--- src/rtl/max7219_ctrl.sv ---
// Command sequencer for a dual-MAX7219 daisy chain: it runs the init sequence, then
// refreshes rows 1..8 from a latched frame, re-sending intensity between passes.
//
// state    | meaning
// S_INIT   | init commands, idx_q = step 0..4
// S_ROW    | refresh, idx_q = row-1 (0..7)
// S_INTENS | intensity update issued between passes
module max7219_ctrl #(
  parameter logic [2:0] INIT_SCAN_LIMIT = 3'd7,
  parameter logic [7:0] INIT_DECODE     = 8'h00
) (
  input  logic         sck,
  input  logic         rst,
  input  logic         finish,
  input  logic [127:0] frame_in,
  input  logic         frame_valid,
  output logic         frame_ready,
  input  logic [3:0]   intensity,
  output logic [15:0]  address,
  output logic [15:0]  data,
  output logic         init_done,
  output logic         pass_done
);

  localparam logic [1:0] S_INIT   = 2'd0;
  localparam logic [1:0] S_ROW    = 2'd1;
  localparam logic [1:0] S_INTENS = 2'd2;

  logic [1:0]   state_q, state_d;
  logic [2:0]   idx_q, idx_d;
  logic [15:0]  address_q, address_d;
  logic [15:0]  data_q, data_d;
  logic         init_done_q, init_done_d;
  logic         pass_done_q, pass_done_d;
  logic [127:0] frame_q, frame_d;
  logic [3:0]   last_int_q, last_int_d;
  logic         go_row1;
  logic [2:0]   row_sel;
  logic [7:0]   row_num;

  always_comb begin
    state_d     = state_q;
    idx_d       = idx_q;
    address_d   = address_q;
    data_d      = data_q;
    init_done_d = init_done_q;
    pass_done_d = 1'b0;
    frame_d     = frame_q;
    last_int_d  = last_int_q;
    go_row1     = 1'b0;
    frame_ready = 1'b0;
    row_sel     = idx_q + 3'd1;
    row_num     = {5'b0, idx_q} + 8'd2;

    if (finish) begin
      case (state_q)
        S_INIT: begin
          if (idx_q == 3'd4) begin
            init_done_d = 1'b1;
            go_row1     = 1'b1;
          end else begin
            idx_d = idx_q + 3'd1;
            case (idx_q)
              3'd0: begin
                address_d = 16'h0B0B;
                data_d    = {2{5'b0, INIT_SCAN_LIMIT}};
              end
              3'd1: begin
                address_d = 16'h0909;
                data_d    = {2{INIT_DECODE}};
              end
              3'd2: begin
                address_d  = 16'h0A0A;
                data_d     = {2{4'h0, intensity}};
                last_int_d = intensity;
              end
              default: begin
                address_d = 16'h0C0C;
                data_d    = 16'h0101;
              end
            endcase
          end
        end
        S_ROW: begin
          if (idx_q == 3'd7) begin
            pass_done_d = 1'b1;
            if (intensity != last_int_q) begin
              state_d    = S_INTENS;
              address_d  = 16'h0A0A;
              data_d     = {2{4'h0, intensity}};
              last_int_d = intensity;
            end else begin
              go_row1 = 1'b1;
            end
          end else begin
            idx_d     = row_sel;
            address_d = {row_num, row_num};
            data_d    = frame_q[{row_sel, 4'b0} +: 16];
          end
        end
        S_INTENS: go_row1 = 1'b1;
        default: begin
          state_d = S_INIT;
          idx_d   = 3'd0;
        end
      endcase
    end

    // Row 1 is the only place a new frame may enter, so a pass never mixes frames.
    if (go_row1) begin
      frame_ready = 1'b1;
      state_d     = S_ROW;
      idx_d       = 3'd0;
      address_d   = 16'h0101;
      if (frame_valid) begin
        frame_d = frame_in;
        data_d  = frame_in[15:0];
      end else begin
        data_d = frame_q[15:0];
      end
    end
  end

  always_ff @(posedge sck) begin
    if (rst) begin
      state_q     <= S_INIT;
      idx_q       <= 3'd0;
      address_q   <= 16'h0F0F;
      data_q      <= 16'h0000;
      init_done_q <= 1'b0;
      pass_done_q <= 1'b0;
      frame_q     <= '0;
      last_int_q  <= 4'h0;
    end else begin
      state_q     <= state_d;
      idx_q       <= idx_d;
      address_q   <= address_d;
      data_q      <= data_d;
      init_done_q <= init_done_d;
      pass_done_q <= pass_done_d;
      frame_q     <= frame_d;
      last_int_q  <= last_int_d;
    end
  end

  assign address   = address_q;
  assign data      = data_q;
  assign init_done = init_done_q;
  assign pass_done = pass_done_q;

endmodule

--- config.mk ---
export PLATFORM = sky130hd
export DESIGN_NAME = max7219_ctrl
export DESIGN_NICKNAME = d
export VERILOG_FILES = /design/src/rtl/max7219_ctrl.sv
export SDC_FILE = /design/constraint.sdc
export NUM_CORES = 1
export LEC_CHECK = 0
export CORE_AREA = 2 2 142 144
export CTS_CLUSTER_SIZE = 8
export DETAILED_ROUTE_END_ITERATION = 12
export DIE_AREA = 0 0 144 146
export PLACE_DENSITY_LB_ADDON = 0.12
export SLEW_MARGIN = 40
export SYNTH_ARGS = -nofsm -noshare
export SYNTH_HDL_FRONTEND = slang
export SYNTH_SLANG_ARGS = --single-unit
--- constraint.sdc ---
create_clock -name sck -period 7.25 [get_ports sck]
set_input_delay 1.8125 -clock sck [delete_from_list [all_inputs] [get_ports sck]]
set_output_delay 1.8125 -clock sck [all_outputs]
set_load 0.05 [all_outputs]
==> impl_metrics.ini, run 1 <==
[run]
maxCapViolations = 0

[worst_hold_path]
min_path_type = reg -> reg

[setup_path]
cp-start-kind = primary input
reg2reg_slack_ps = 3440
worstPathArrival_ps = 4150
path_class = in -> out
crit_fanout = 34
cp.required_ps = 5440
end_kind = output pin

[routing]
routedWlPerCell_um = 19.54
detail_route.iter0.violations = 666
drt_wl_total_mm = 24.62
via_per_inst = 5.626
vias = 7089
drc = 0
dr.pass1.iters = 4
antenna_left = 0

[clock_network]
cts_buffers = 17
post_cts_resize_count = 0
cts.sinks = 159
ctsHoldBuffers = 0
clockRootBuffer = clkbuf_16
ctsHtreeMaxLevel = 4
cts_tree = done
cts_setup_buffers = 0
cts.path.max_buffers = 2
insertion_delay_ps = 440
clk_pin_slew_ps = 60

[yosys]
synth.cell_area_mm2 = 0.007645
synth_ff_type = dfxtp_1
synth_edf_count = 0
synth_top_area_share_pct = 41.64
synth_warnings = 0
seq_area_frac_synth_pct = 41.64
ys_async_sr_fraction_pct = 0
yosysTopAreaCell = dfxtp_1
synth_seq_cells = 159
synth_area_per_cell_um2 = 8.609
synthCells = 888
synthTopCellsByArea = dfxtp_1 (42%), a21oi_1 (9.4%), mux4_2 (8.8%)
ys_types = 49

[outcome]
status = finished clean

[floorplan]
io-pin-count = 171
fp.dieArea_mm2 = 0.02102
placementRows = 51
dieHeight_um = 146
core_mm2 = 0.01933
die_w_um = 144
start_util_pct = 39.54

[sta]
rsz0062_at_grt = no
layout_min_cycle_time_ps = 5963
period_share_pct = 82.24
tns_ps = 0
skew_ps = 9.822
fmax_mhz = 167.7
worst_pin_slew_ps = 798.1
finalSetupViolations = 0
slew_headroom_pct = 46.79
final_hold_viol_count = 0
final_max_slew_viol_count = 0

[finish]
num-fill-cells = 1872
regArea_mm2 = 0.003183
layout_common_cells = clkdlybuf4s50_1 (160), dfxtp_1 (159), a21oi_1 (144), o21ai_0 (133), nand3_1 (129)
fin_cells = 1260
multiInputGateArea_mm2 = 0.003941
final_common_cell = clkdlybuf4s50_1
areaGrowthSynthToFinish_pct = 28.38
final_nets = 1122
final_layout_size_suffix_gt1_share_pct = 9.366
fin_area_mm2 = 0.009814

[power_and_ir_drop]
power.density_mw_per_mm2 = 207.4
leakagePower_nw = 3.192
power.total_mw = 2.036
vdd_drop_max_mv = 0.1699

[placement]
port-buffer-count = 162
dpl.hpwl_mm = 15.82
dp.cells = 1225
place_area_mm2 = 0.009231
routabilityCongestion = 0.8305

[global_routing]
first_global_vias = 6615
grt_pass1_wl_mm = 37.87
antenna_found_initial = 3
grt-ovfl-total = 0
grt_max_degree = 107
grt_use_total_pct = 23.37
==> cell families after synthesis <==
family,synth area share (%)
AO/OA/AOI/OAI,23.88
XOR/XNOR,0.3438
adder cells (fa/ha/maj),0.9820
buffers and inverters,7.332
flip-flops,41.64
multiplexers,12.27
other,0.04905
AND/OR/NAND/NOR,13.50
==> area by class of cell <==
class	count	share of cell area [%]
timing repair buffer	175	17.71
clock inverter	11	1.198
multi-input combinational	613	40.16
inverter	14	0.5864
antenna	2	0.05099
tap	265	3.378
clock buffer	21	4.488
sequential	159	32.43
==> synthesized netlist by cell type (all sizes together), types with 2 or more instances <==
cell type    n
inv         13
a2111oi      3
dfxtp      159
and2         2
nor2b        6
nand2b       4
nand2       40
a22oi        2
nor2        14
buf         38
mux4        30
o22ai        6
nand3      130
clkbuf      71
a211oi      17
a211o        3
ha           6
a21oi      144
a31o         2
mux2        10
nor3         9
mux2i       15
o21a         2
o21ai      133
xnor2        3
a221oi      10
==> final timing paths <==
path	depth (start not counted)	start	to
worst max-delay path	6	intensity[3]	frame_ready
worst min-delay path	2	data[3]$_SDFFE_PP0P_	data[3]$_SDFFE_PP0P_
worst max register to register	12	idx_q[0]$_SDFFE_PP0P_	data[6]$_SDFFE_PP0P_
worst min register to register	2	data[3]$_SDFFE_PP0P_	data[3]$_SDFFE_PP0P_
==> where the power goes <==
group | leakage (nW) | switching, mW | internal, mW | total [mW]
clock | 0.271 | 0.363 | 0.504 | 0.866
combinational | 1.64 | 0.154 | 0.124 | 0.278
sequential | 1.28 | 0.00804 | 0.883 | 0.891
total | 3.19 | 0.525 | 1.51 | 2.04
==> registers in the layout, summed over array words and instances (netlist names) <==
name	flops
data	16
address	4
pass_done	1
last_int_q	4
init_done	1
idx_q	3
frame_q	128
state_q	2
==> worst max-delay path, cell delays in order <==
cell and delay [ps]:
clkdlybuf4s50_1 540, xnor2_1 140, nand3_1 210, o31a_4 560, inv_4 90, clkdlybuf4s50_1 800
==> through the flow <==
stage          util [%]  worst slack (ps)  hold slack [ps]
2_1_floorplan         -              2343            448.9
3_3_place_gp      47.62              1328            453.5
3_5_place_dp      47.74              1299            451.2
4_1_cts           50.63              1287            461.0
5_1_grt           50.73              1170            489.2
6_report          50.76              1287            459.6
==> routing by layer <==
metal	wire [µm]	GRT usage [%]	vias up
li1	-	-	3416
met1	11150	32.80	3437
met2	11530	35.69	210
met3	1595	6.351	24
met4	331	5.735	2
met5	16	0	-
Note: power is estimated with default switching activity, not from simulation.
==> run 2, diff against run 1 <==
==> constraint.sdc (replaced) <==
create_clock -name sck -period 5.4 [get_ports sck]
set_input_delay 1.35 -clock sck [delete_from_list [all_inputs] [get_ports sck]]
set_output_delay 1.35 -clock sck [all_outputs]
set_load 0.05 [all_outputs]
==> run 2 against run 1 <==
Compared with the run above: setup slack worse by 120 ps; flip-flop and latch count unchanged; hold slack better by 7.8 ps; register-to-register slack worse by 1300 ps; global-route usage about the same; design area up 0.40%; die area unchanged; clock power up 47%; combinational power up 35%; power up 39%; final cell count down 0.24%; via count up 0.95%; critical endpoint unchanged; largest power group is now the clock network.
==> impl_metrics.ini, run 2 (synthesis gave the netlist of run 1 again) <==
[outcome]
status = finished clean

[sta]
layout_min_cycle_time_ps = 4237
period_share_pct = 78.46
finalSetupViolations = 0
final_hold_viol_count = 0
skew_ps = 7.573
fin_ws_ps = 1163
rsz0062_at_grt = no
tns_ps = 0
slew_headroom_pct = 45.18
fmax_mhz = 236.0
final_max_slew_viol_count = 0
worst_pin_slew_ps = 822.4

[setup_path]
end_kind = output pin
path_class = in -> out
cp.required_ps = 4050
cp-start-kind = primary input
worstPathArrival_ps = 2890
crit_fanout = 5

[routing]
vias = 7156
via_per_inst = 5.693
drt_wl_total_mm = 24.59
drc = 0
detail_route.iter0.violations = 645
routedWlPerCell_um = 19.56
dr.pass1.iters = 5
antenna_left = 0

[placement]
dpl.hpwl_mm = 16.22
routabilityCongestion = 0.8222
place_area_mm2 = 0.009240
dp_worst_setup_slack_ps = 1166
port-buffer-count = 162

[clock_network]
cts_setup_buffers = 0
ctsHtreeMaxLevel = 4
cts_tree = done
clk_pin_slew_ps = 60
insertion_delay_ps = 430
cts.sinks = 159
ctsHoldBuffers = 0
cts_buffers = 17
cts.path.max_buffers = 2
clockRootBuffer = clkbuf_16
post_cts_resize_count = 0

[global_routing]
antenna_found_initial = 0
grt_use_total_pct = 23.37
first_global_vias = 6631
grt-ovfl-total = 0
grt_max_degree = 92
grt_pass1_wl_mm = 38.04

[finish]
final_layout_size_suffix_gt1_share_pct = 9.577
diodes = 0
areaGrowthSynthToFinish_pct = 28.89
multiInputGateArea_mm2 = 0.003931
num-fill-cells = 1842
fin_area_mm2 = 0.009853
layout_common_cells = dfxtp_1 (159), clkdlybuf4s50_1 (159), a21oi_1 (144), o21ai_0 (133), nand3_1 (129)
top_register = frame_q
largest_reg_flops = 128
regArea_mm2 = 0.003183
finish.utilization_pct = 50.96
final_nets = 1124

[power_and_ir_drop]
power.density_mw_per_mm2 = 288.1
power.total_mw = 2.838
leakagePower_nw = 3.228
vdd_drop_max_mv = 0.2219

[floorplan]
placementRows = 51
fp.dieArea_mm2 = 0.02102
io-pin-count = 171
core_mm2 = 0.01933
dieHeight_um = 146
die_w_um = 144
start_util_pct = 39.54

[run]
maxCapViolations = 0

[worst_hold_path]
min_path_type = reg -> reg
[run 2: metal layers]
layer / share of wire (%) / track usage, %
met1: 46 / 34.15
met5: 0 / 0
met4: 1.1 / 4.853
met3: 6.9 / 4.870
met2: 46 / 35.67
[run 2: cell type report]
cell class	instances	area share (%)
clock buffer	22	4.813
timing repair buffer	177	17.69
tap	265	3.365
multi-input combinational	613	39.90
inverter	14	0.5587
sequential	159	32.30
clock inverter	7	1.371
[run 2: critical path, stage by stage]
cell             delay [ps]
clkdlybuf4s50_1         530
xnor2_1                 140
nand3_1                 220
o31a_4                  430
inv_4                    80
buf_12                  130
[run 2: path summary, 6_finish.rpt]
path                                              end                   from  depth (start not counted)  slack [ps]
worst min register to register  data[11]$_SDFFE_PP0P_  data[11]$_SDFFE_PP0P_                          2         470
worst min-delay path            data[11]$_SDFFE_PP0P_  data[11]$_SDFFE_PP0P_                          2         470
worst max-delay path                      frame_ready           intensity[0]                          6        1160
worst max register to register  data[11]$_SDFFE_PP0P_  idx_q[0]$_SDFFE_PP0P_                          6        2160
[run 2: report_power, final]
group	switching, mW	internal (mW)
logic	0.209	0.165
clock network	0.470	0.801
registers	0.00793	1.19
[run 2: metrics by stage]
step	hold WS, ps	instances
2_1_floorplan	448.9	895
3_3_place_gp	454.0	1228
3_5_place_dp	461.1	1228
4_1_cts	470.8	1257
5_1_grt	483.8	1257
6_report	467.5	1257
